## src/rtl/hazard_pkg.sv

```systemverilog
// Shared types for the hazard/forwarding controller: forward-select encoding,
// the per-stage destination tag slot, and a bubble constructor.
package hazard_pkg;

  // Widest register address a slot can carry; narrower addresses are zero-extended.
  localparam int SLOT_RD_W = 8;

  typedef enum logic [1:0] {
    FWD_NONE = 2'd0,
    FWD_EX   = 2'd1,
    FWD_MEM  = 2'd2,
    FWD_WB   = 2'd3
  } fwd_sel_t;

  typedef struct packed {
    logic                 valid;
    logic [SLOT_RD_W-1:0] rd;
    logic                 we;
    logic                 is_load;
    logic                 is_mem;
  } slot_t;

  function automatic slot_t bubble_slot();
    slot_t s;
    s = '0;
    return s;
  endfunction

endpackage

```

## src/rtl/hazard_ctrl_if.sv

```systemverilog
// Pipeline-side bundle of the hazard controller: ID operand info, branch and
// memory status in, stall/flush/forward controls out.
interface hazard_ctrl_if #(
  parameter int REG_ADDR_W = 2,
  parameter int CNT_W      = 16
);
  import hazard_pkg::*;

  logic                  id_valid;
  logic [REG_ADDR_W-1:0] id_rs1;
  logic [REG_ADDR_W-1:0] id_rs2;
  logic                  id_rs1_used;
  logic                  id_rs2_used;
  logic [REG_ADDR_W-1:0] id_rd;
  logic                  id_rd_we;
  logic                  id_is_load;
  logic                  id_is_mem;
  logic                  ex_branch_taken;
  logic                  mem_ready;

  logic                  stall_if_id;
  logic                  bubble_ex;
  logic                  freeze;
  logic                  flush;
  fwd_sel_t              fwd_a_sel;
  fwd_sel_t              fwd_b_sel;
  logic [CNT_W-1:0]      stall_count;

  modport master (
    output id_valid, id_rs1, id_rs2, id_rs1_used, id_rs2_used, id_rd, id_rd_we,
           id_is_load, id_is_mem, ex_branch_taken, mem_ready,
    input  stall_if_id, bubble_ex, freeze, flush, fwd_a_sel, fwd_b_sel, stall_count
  );

  modport slave (
    input  id_valid, id_rs1, id_rs2, id_rs1_used, id_rs2_used, id_rd, id_rd_we,
           id_is_load, id_is_mem, ex_branch_taken, mem_ready,
    output stall_if_id, bubble_ex, freeze, flush, fwd_a_sel, fwd_b_sel, stall_count
  );

endinterface

```

## src/rtl/hazard_slot_pipe.sv

```systemverilog
// Three-deep shadow of the destination tags held in EX, MEM and WB.
// Shifts on every non-held edge; EX takes either the ID tag or a bubble.
module hazard_slot_pipe
  import hazard_pkg::*;
(
  input  logic  clk,
  input  logic  rst_n,
  input  logic  hold_i,
  input  logic  load_ex_i,
  input  slot_t id_slot_i,
  output slot_t ex_o,
  output slot_t mem_o,
  output slot_t wb_o
);

  slot_t ex_q, mem_q, wb_q;
  slot_t ex_d;

  // EX entry: real ID tag only when the instruction actually advances.
  always_comb begin
    ex_d = load_ex_i ? id_slot_i : bubble_slot();
  end

  // Tag shift register; hold keeps all three stages in place.
  always_ff @(posedge clk or negedge rst_n) begin
    if (!rst_n) begin
      ex_q  <= bubble_slot();
      mem_q <= bubble_slot();
      wb_q  <= bubble_slot();
    end else if (!hold_i) begin
      wb_q  <= mem_q;
      mem_q <= ex_q;
      ex_q  <= ex_d;
    end
  end

  assign ex_o  = ex_q;
  assign mem_o = mem_q;
  assign wb_o  = wb_q;

endmodule

```

## src/rtl/hazard_ctrl.sv

```systemverilog
// Hazard and forwarding controller for the in-order five-stage pipeline.
// Produces forward selects, load-use stall, memory freeze, branch flush and
// a saturating stalled-cycle counter from a registered tag shadow.
module hazard_ctrl
  import hazard_pkg::*;
#(
  parameter int REG_ADDR_W         = 2,
  parameter int ZERO_REG_HARDWIRED = 1,
  parameter int FLUSH_CYCLES       = 1,
  parameter int CNT_W              = 16
) (
  input logic          clk,
  input logic          rst_n,
  hazard_ctrl_if.slave bus
);

  // Counter only needs to hold FLUSH_CYCLES-1; keep at least one bit.
  localparam int              FC_W    = (FLUSH_CYCLES > 1) ? $clog2(FLUSH_CYCLES) : 1;
  localparam logic [FC_W-1:0] FC_LOAD = FC_W'(FLUSH_CYCLES - 1);

  slot_t           id_slot, ex_s, mem_s, wb_s;
  logic            m_ex_a, m_mem_a, m_wb_a;
  logic            m_ex_b, m_mem_b, m_wb_b;
  logic            mem_wait, freeze_c, flush_c, load_use_c, load_ex;
  fwd_sel_t        fwd_a, fwd_b;
  logic [FC_W-1:0] flush_ctr_q, flush_ctr_d;
  logic [CNT_W-1:0] stall_cnt_q, stall_cnt_d;
  logic            unused_slot_bits;

  function automatic logic slot_match(slot_t s, logic [REG_ADDR_W-1:0] rs, logic used);
    logic zero_blk;
    zero_blk = (ZERO_REG_HARDWIRED != 0) && (rs == '0);
    return s.valid & s.we & used & (s.rd == SLOT_RD_W'(rs)) & ~zero_blk;
  endfunction

  // Youngest producer wins; a load still in EX has no data to forward yet.
  function automatic fwd_sel_t pick_fwd(logic m_ex, logic m_mem, logic m_wb, logic ex_load);
    if (m_ex)       return ex_load ? FWD_NONE : FWD_EX;
    else if (m_mem) return FWD_MEM;
    else if (m_wb)  return FWD_WB;
    else            return FWD_NONE;
  endfunction

  // Pack the ID instruction into a tag slot.
  always_comb begin
    id_slot         = bubble_slot();
    id_slot.valid   = bus.id_valid;
    id_slot.rd      = SLOT_RD_W'(bus.id_rd);
    id_slot.we      = bus.id_rd_we;
    id_slot.is_load = bus.id_is_load;
    id_slot.is_mem  = bus.id_is_mem;
  end

  hazard_slot_pipe u_slots (
    .clk       (clk),
    .rst_n     (rst_n),
    .hold_i    (freeze_c),
    .load_ex_i (load_ex),
    .id_slot_i (id_slot),
    .ex_o      (ex_s),
    .mem_o     (mem_s),
    .wb_o      (wb_s)
  );

  // Operand matching, priority resolution (freeze > flush > load-use) and forwarding.
  always_comb begin
    m_ex_a  = slot_match(ex_s,  bus.id_rs1, bus.id_rs1_used);
    m_mem_a = slot_match(mem_s, bus.id_rs1, bus.id_rs1_used);
    m_wb_a  = slot_match(wb_s,  bus.id_rs1, bus.id_rs1_used);
    m_ex_b  = slot_match(ex_s,  bus.id_rs2, bus.id_rs2_used);
    m_mem_b = slot_match(mem_s, bus.id_rs2, bus.id_rs2_used);
    m_wb_b  = slot_match(wb_s,  bus.id_rs2, bus.id_rs2_used);

    mem_wait   = mem_s.valid & mem_s.is_mem & ~bus.mem_ready;
    freeze_c   = mem_wait;
    flush_c    = ~freeze_c & (bus.ex_branch_taken | (flush_ctr_q != '0));
    load_use_c = ~freeze_c & ~flush_c & bus.id_valid & ex_s.is_load & (m_ex_a | m_ex_b);
    load_ex    = bus.id_valid & ~load_use_c & ~flush_c;

    fwd_a = pick_fwd(m_ex_a, m_mem_a, m_wb_a, ex_s.is_load);
    fwd_b = pick_fwd(m_ex_b, m_mem_b, m_wb_b, ex_s.is_load);
  end

  // Next flush count; a branch honoured while running restarts the window.
  always_comb begin
    flush_ctr_d = flush_ctr_q;
    if (!freeze_c) begin
      if (bus.ex_branch_taken)      flush_ctr_d = FC_LOAD;
      else if (flush_ctr_q != '0)   flush_ctr_d = flush_ctr_q - FC_W'(1);
    end
  end

  // Next stalled-cycle count, sticking at all-ones.
  always_comb begin
    stall_cnt_d = stall_cnt_q;
    if ((freeze_c | load_use_c) && !(&stall_cnt_q)) stall_cnt_d = stall_cnt_q + CNT_W'(1);
  end

  // Flush window and performance counter registers.
  always_ff @(posedge clk or negedge rst_n) begin
    if (!rst_n) begin
      flush_ctr_q <= '0;
      stall_cnt_q <= '0;
    end else begin
      flush_ctr_q <= flush_ctr_d;
      stall_cnt_q <= stall_cnt_d;
    end
  end

  // Controls are forced low while reset is asserted, even if inputs are active.
  always_comb begin
    bus.freeze      = rst_n & freeze_c;
    bus.flush       = rst_n & flush_c;
    bus.stall_if_id = rst_n & load_use_c;
    bus.bubble_ex   = rst_n & load_use_c;
    bus.fwd_a_sel   = rst_n ? fwd_a : FWD_NONE;
    bus.fwd_b_sel   = rst_n ? fwd_b : FWD_NONE;
    bus.stall_count = stall_cnt_q;
  end

  assign unused_slot_bits = ^{ex_s.is_mem, mem_s.is_load, wb_s.is_load, wb_s.is_mem};

endmodule
```

## src/flat_wrapper.sv

```systemverilog
// flat-port wrapper written by rule: the top's interface ports become plain ports
module hazard_ctrl_flat import hazard_pkg::*;
#(
  parameter int REG_ADDR_W         = 2,
  parameter int ZERO_REG_HARDWIRED = 1,
  parameter int FLUSH_CYCLES       = 1,
  parameter int CNT_W              = 16
)
  (clk, rst_n, bus_id_valid, bus_id_rs1, bus_id_rs2, bus_id_rs1_used, bus_id_rs2_used, bus_id_rd, bus_id_rd_we, bus_id_is_load, bus_id_is_mem, bus_ex_branch_taken, bus_mem_ready, bus_stall_if_id, bus_bubble_ex, bus_freeze, bus_flush, bus_fwd_a_sel, bus_fwd_b_sel, bus_stall_count);
  hazard_ctrl_if #(.REG_ADDR_W(REG_ADDR_W), .CNT_W(CNT_W)) bus_i ();
  input logic clk;
  input logic rst_n;
  input wire logic [$bits(bus_i.id_valid)-1:0] bus_id_valid;
  input wire logic [$bits(bus_i.id_rs1)-1:0] bus_id_rs1;
  input wire logic [$bits(bus_i.id_rs2)-1:0] bus_id_rs2;
  input wire logic [$bits(bus_i.id_rs1_used)-1:0] bus_id_rs1_used;
  input wire logic [$bits(bus_i.id_rs2_used)-1:0] bus_id_rs2_used;
  input wire logic [$bits(bus_i.id_rd)-1:0] bus_id_rd;
  input wire logic [$bits(bus_i.id_rd_we)-1:0] bus_id_rd_we;
  input wire logic [$bits(bus_i.id_is_load)-1:0] bus_id_is_load;
  input wire logic [$bits(bus_i.id_is_mem)-1:0] bus_id_is_mem;
  input wire logic [$bits(bus_i.ex_branch_taken)-1:0] bus_ex_branch_taken;
  input wire logic [$bits(bus_i.mem_ready)-1:0] bus_mem_ready;
  output wire logic [$bits(bus_i.stall_if_id)-1:0] bus_stall_if_id;
  output wire logic [$bits(bus_i.bubble_ex)-1:0] bus_bubble_ex;
  output wire logic [$bits(bus_i.freeze)-1:0] bus_freeze;
  output wire logic [$bits(bus_i.flush)-1:0] bus_flush;
  output wire logic [$bits(bus_i.fwd_a_sel)-1:0] bus_fwd_a_sel;
  output wire logic [$bits(bus_i.fwd_b_sel)-1:0] bus_fwd_b_sel;
  output wire logic [$bits(bus_i.stall_count)-1:0] bus_stall_count;
  assign bus_i.id_valid = bus_id_valid;
  assign bus_i.id_rs1 = bus_id_rs1;
  assign bus_i.id_rs2 = bus_id_rs2;
  assign bus_i.id_rs1_used = bus_id_rs1_used;
  assign bus_i.id_rs2_used = bus_id_rs2_used;
  assign bus_i.id_rd = bus_id_rd;
  assign bus_i.id_rd_we = bus_id_rd_we;
  assign bus_i.id_is_load = bus_id_is_load;
  assign bus_i.id_is_mem = bus_id_is_mem;
  assign bus_i.ex_branch_taken = bus_ex_branch_taken;
  assign bus_i.mem_ready = bus_mem_ready;
  assign bus_stall_if_id = bus_i.stall_if_id;
  assign bus_bubble_ex = bus_i.bubble_ex;
  assign bus_freeze = bus_i.freeze;
  assign bus_flush = bus_i.flush;
  assign bus_fwd_a_sel = bus_i.fwd_a_sel;
  assign bus_fwd_b_sel = bus_i.fwd_b_sel;
  assign bus_stall_count = bus_i.stall_count;
  hazard_ctrl #(.REG_ADDR_W(REG_ADDR_W), .ZERO_REG_HARDWIRED(ZERO_REG_HARDWIRED), .FLUSH_CYCLES(FLUSH_CYCLES), .CNT_W(CNT_W)) u_core (.clk(clk), .rst_n(rst_n), .bus(bus_i));
endmodule
```

## config.mk

```make
export PLATFORM = sky130hd
export DESIGN_NAME = hazard_ctrl_flat
export DESIGN_NICKNAME = d
export VERILOG_FILES = /design/src/rtl/hazard_pkg.sv /design/src/rtl/hazard_ctrl_if.sv /design/src/rtl/hazard_slot_pipe.sv /design/src/rtl/hazard_ctrl.sv /design/src/flat_wrapper.sv
export SDC_FILE = /design/constraint.sdc
export NUM_CORES = 1
export LEC_CHECK = 0
export ABC_AREA = 1
export BUFFER_PORTS_ARGS = -buffer_cell sky130_fd_sc_hd__buf_2
export CAP_MARGIN = 20
export CORE_MARGIN = 4
export CORE_UTILIZATION = 50
export CTS_CLUSTER_SIZE = 14
export DETAILED_ROUTE_END_ITERATION = 7
export GPL_TIMING_DRIVEN = 0
export PLACE_DENSITY = 0.72
export REMOVE_ABC_BUFFERS = 1
export SYNTH_ARGS = -nofsm -noshare
export SYNTH_HDL_FRONTEND = slang
export SYNTH_HIERARCHICAL = 1
export SYNTH_SLANG_ARGS = --single-unit
```

## constraint.sdc

```tcl
create_clock -name clk -period 1.55 [get_ports clk]
set_clock_uncertainty 0.15 [all_clocks]
set_input_delay 0.3875 -clock clk [delete_from_list [all_inputs] [get_ports clk]]
set_output_delay 0.3875 -clock clk [all_outputs]
set_load 0.02 [all_outputs]
```

* Word-level counts from Yosys, hierarchy flattened
Index checks and enable logic that the tools add are counted.
** Cells by class
- $add $sub $neg :: 2
- Mux-type cells :: 12
- Reductions and logical operators :: 5
- Equal/unequal tests :: 6
- Bitwise logic cells :: 42
** Operator list (count)
- $eq 8x2->1 :: 6
- $and 1x1->1 :: 33
- $add 16x1->16 const B :: 1
- $mux 2 :: 8
- $reduce_and 16->1 :: 1
- $mux 12 :: 1
- $not 1->1 :: 6
- $logic_not 2->1 :: 2
- $mux 1 :: 3
- $or 1x1->1 :: 3
- $logic_and 1x1->1 :: 1
- $logic_not 1->1 :: 1
- $sub 1x1->1 const B :: 1
** Storage, ports and cells
- Flip-flop bits (word level) :: 50
- Bits of input ports :: 16
- Logic and storage cells :: 81

* Longest topological paths before layout
- Word-level depth :: 13
- Depth in mapped cells :: 12
- Mapped depth without buffers :: 11

* Hierarchy
The synthesis kept the hierarchy.
** By module, submodules not included
- hazard_ctrl :: cells an instance 216, sequential area each 400.4 um^2, area each 1478.9 um^2, instances 1
- hazard_slot_pipe :: cells an instance 153, sequential area each 900.9 um^2, area each 1450.1 um^2, instances 1

* Least setup slack after synthesis
No wires, ideal clock.
- Path type :: flip-flop to output port
- From :: register u_core.u_slots.ex_q, in the netlist u_core/u_slots/ex_o[10]
- To :: output port bus_stall_if_id
- Cell stages (with the launch flop) :: 9
- Arrival time :: 1.484 ns
- Slack :: -0.471 ns
- Cell sequence :: dfrtp_1 nor2_1 nand2_1 nor2_2 nand3_2 nand2_2 nand2_4 nor2_1 buf_4
** Between the ends
- Word-level cells in the longest chain between the ends :: 6
- Elaborated cells between the ends (all ways) :: 9
** Ends and longest elaborated chain
- from (decl) :: line hazard_slot_pipe.sv:16 : slot_t ex_q, mem_q, wb_q;
- from (signal assigned) :: line hazard_slot_pipe.sv:27 : ex_q <= bubble_slot();
- $eq 8x2->1 :: line hazard_ctrl.sv:33 : return s.valid & s.we & used & (s.rd == SLOT_RD_W'(rs)) & ~zero_blk;
- $and 1x1->1 (2 in series) :: line hazard_ctrl.sv:33
- $or 1x1->1 * :: line hazard_ctrl.sv:77 : load_use_c = ~freeze_c & ~flush_c & bus.id_valid & ex_s.is_load & (m_ex_a | m_ex_b);
- $and 1x1->1 * :: line hazard_ctrl.sv:77
- $and 1x1->1 *
- to (decl) :: line flat_wrapper.sv:24 : output wire logic [$bits(bus_i.stall_if_id)-1:0] bus_stall_if_id;
Every way passes the cells marked *; elsewhere a longest branch is shown, timed or not.

* Final worst setup path
- From :: register u_core.u_slots.ex_q, in the netlist u_core/u_slots/ex_o[11]
- To :: output port bus_bubble_ex
** Between the ends
- Word-level cells in the longest chain between the ends :: 7
- Elaborated cells between the ends (all ways) :: 10
** Ends and longest elaborated chain
- $and 1x1->1 * :: line hazard_ctrl.sv:33
- $and 1x1->1 (3 in series) :: line hazard_ctrl.sv:33
- $or 1x1->1 * :: line hazard_ctrl.sv:77
- $and 1x1->1 * :: line hazard_ctrl.sv:77
- $and 1x1->1 * :: line hazard_ctrl.sv:115 : bus.bubble_ex = rst_n & load_use_c;
- to (decl) :: line flat_wrapper.sv:25 : output wire logic [$bits(bus_i.bubble_ex)-1:0] bus_bubble_ex;
Marks and branches as above.

==> summary.txt <==
Reg area -> 1230 µm²
CTS tree -> built
Worst Setup End Kind -> output pin
Root Driver -> clkbuf_8
Delay-heaviest family, CP -> simple AND/OR/NAND/NOR gates
Place WS -> -0.9418 ns
Warnings, synthesis -> 6
Post-Route Utilization -> 0.6898
Chip Height -> 83.10 µm
Clk pin slew, worst setup/hold paths -> 0.09 ns
Fin. max-slew vios -> 0
Mean post-synth cell area -> 7.900 µm²
Post-DP HPWL -> 3.877 mm
Cell depth of the worst setup path -> 9
Leakage power -> 1.908 nW
GRT Total Usage -> 0.2185
Max_cap viols -> 0
Class of the most critical setup path -> register to output pin
Status -> finished, violations left
CP Launch Type -> register
Pre-Repair DR Iteration Count -> 5
Failing checks -> setup timing
Final setup violating endpoints -> 30
Final-layout fill cell count -> 429
Placed insts -> 462
Reg-to-Reg End -> u_core/bus.stall_count[8]$_DFFE_PN0P_
Ratio of final minimum period to clock period -> 1.380
R2r setup slk -> -0.35 ns
Slew HR -> 0.6259
Hold Path Class -> input port to register
Vias in the first global route -> 2,512
R2R cell count -> 13
Cell Chain, Critical Path -> nand2_1, inv_1, nand2_1, nor2_4, nand3_2, nand2_4, nand2_4, nor2_4, buf_6
Io pins -> 40
Crit path DAT -> 1.60 ns
Critical path's largest stage delay -> 0.39 ns
Critical Path End -> bus_bubble_ex
Mapped Area -> 2820 µm²
Initial Util -> 0.5153
IO Port Bufs -> 39
Clk buf depth -> 2
DRT Wirelength -> 7.479 mm
Synthesized instance count -> 357
Clock buffer count from CTS -> 5
# clock sinks -> 49
Fin cells -> 507
Die Width -> 83.10 µm
Minimum clock period -> 2.138 ns
GRT overflow -> 0
Sum of negative setup slack -> -10.71 ns
Initial antenna violation count -> 0
Iter 0 DRT Violations -> 342
RSZ-0062 raised after global routing -> true
DR DRC count -> 0
First-pass GRT wire length -> 12.34 mm
Nets -> 451
Number of diodes -> 0
Worst-Margin Slew -> 0.5569 ns
Most frequent cells in the layout -> 145 x nand2_1, 46 x dfrtp_1, 28 x buf_2
FF-to-FF Start -> u_core/u_slots/ex_o[11]$_DFFE_PN0N_
Worst-path maximum fanout -> 4
Vias post-DR -> 2,697
Pwr Total -> 0.002426 W
Die ar. -> 6906 µm²
Fmax -> 467.6 MHz
Drt wl/cell -> 14.75 µm
Vias per inst -> 5.320
Row cnt -> 27
CP required -> 1.01 ns
Largest net degree at the start of global routing -> 34
Setup crit start -> u_core/u_slots/ex_o[11]$_DFFE_PN0N_
Core Region -> 5473 µm²
Multi-input gate area -> 1584 µm²
Placer Congestion -> 0.8170
Area grow syn2layout -> 33.85%
Post-DRT Antenna Nets -> 0
Worst setup margin -> -0.5884 ns
Max VDD drop -> 0.4157 mV
Share of cells above drive strength 1 -> 0.3402
Most common cell after layout, fill and taps aside -> nand2_1
CP bufs+invs -> 2
Worst path slowest cell -> dfrtp_1
Worst skew pair latency -> 0.31 ns
Power density over the cells -> 642.6 nW/µm²
Final Hold Viols -> 0
H-tree depth -> 2
cell type report:
cell class / count / share of cell area
clock buffers: 8 / 0.02121
multi-input cells: 281 / 0.4196
repair buffers: 74 / 0.1826
inverters: 23 / 0.02685
flip-flops and latches: 49 / 0.3258
well taps: 72 / 0.02386
metrics by stage:
step | instance area (µm²) | hold WS, ns
after detailed placement | 3029 | 0.2733
after global routing | 3775 | 0.1625
after floorplan | 2716 | -0.05809
final | 3775 | 0.1714
after global placement | 3002 | 0.3019
after CTS | 3617 | 0.1552
power by group:
group	internal, W	total, W	switching (W)
clock	0.000322	0.000737	0.000415
sequential	0.00132	0.00136	0.0000353
combinational	0.000159	0.000334	0.000175
sequential cells by signal, indices dropped and copies added, names as in the netlist:
| signal | cells |
|---|---|
| u_core/u_slots/wb_o | 10 |
| u_core/u_slots/mem_o | 11 |
| u_core/u_slots/ex_o | 12 |
| u_core/bus.stall_count | 16 |
how the worst min path moves through the flow:
stage	startpoint	end	slack (ns)	cells after the start
global placement	u_core/u_slots/ex_o[0]$_DFFE_PN0N_	u_core/u_slots/mem_o[0]$_DFFE_PN0N_	0.30	2
global route	bus_id_rd[1]	u_core/u_slots/ex_o[4]$_DFFE_PN0N_	0.16	3
detailed placement	rst_n	u_core/bus.stall_count[14]$_DFFE_PN0P_	0.27	1
floorplan	rst_n	u_core/bus.stall_count[0]$_DFFE_PN0P_	-0.06	0
CTS	bus_id_rd_we	u_core/u_slots/ex_o[2]$_DFFE_PN0N_	0.16	3
finish	bus_id_rd[1]	u_core/u_slots/ex_o[4]$_DFFE_PN0N_	0.17	3
routing by layer:
metal / global-route usage / share of wire / up-vias / routed length (µm)
met2: 0.3302 / 0.47 / 123 / 3506
met3: 0.04762 / 0.071 / 24 / 534
met4: 0.07875 / 0.025 / 0 / 185
met5: 0 / 0 / - / 0
li1: - / - / 1274 / -
met1: 0.3091 / 0.43 / 1276 / 3253
tightest hold or removal path, cell delays in order:
cell	delay (ns)
buf_2	0.09
nand3_2	0.06
nand2_1	0.05
what timing repair did:
item / in CTS / in global routing
gates resized for setup: 46 / 28
pin swaps: 14 / 8
hold endpoints to repair: 24 / 0
setup endpoints to repair: 57 / 56
hold buffers: 4 / 0
gates cloned: 4 / 0
buffers inserted: 23 / 5
No activity file was read; power rests on OpenSTA's default activity.
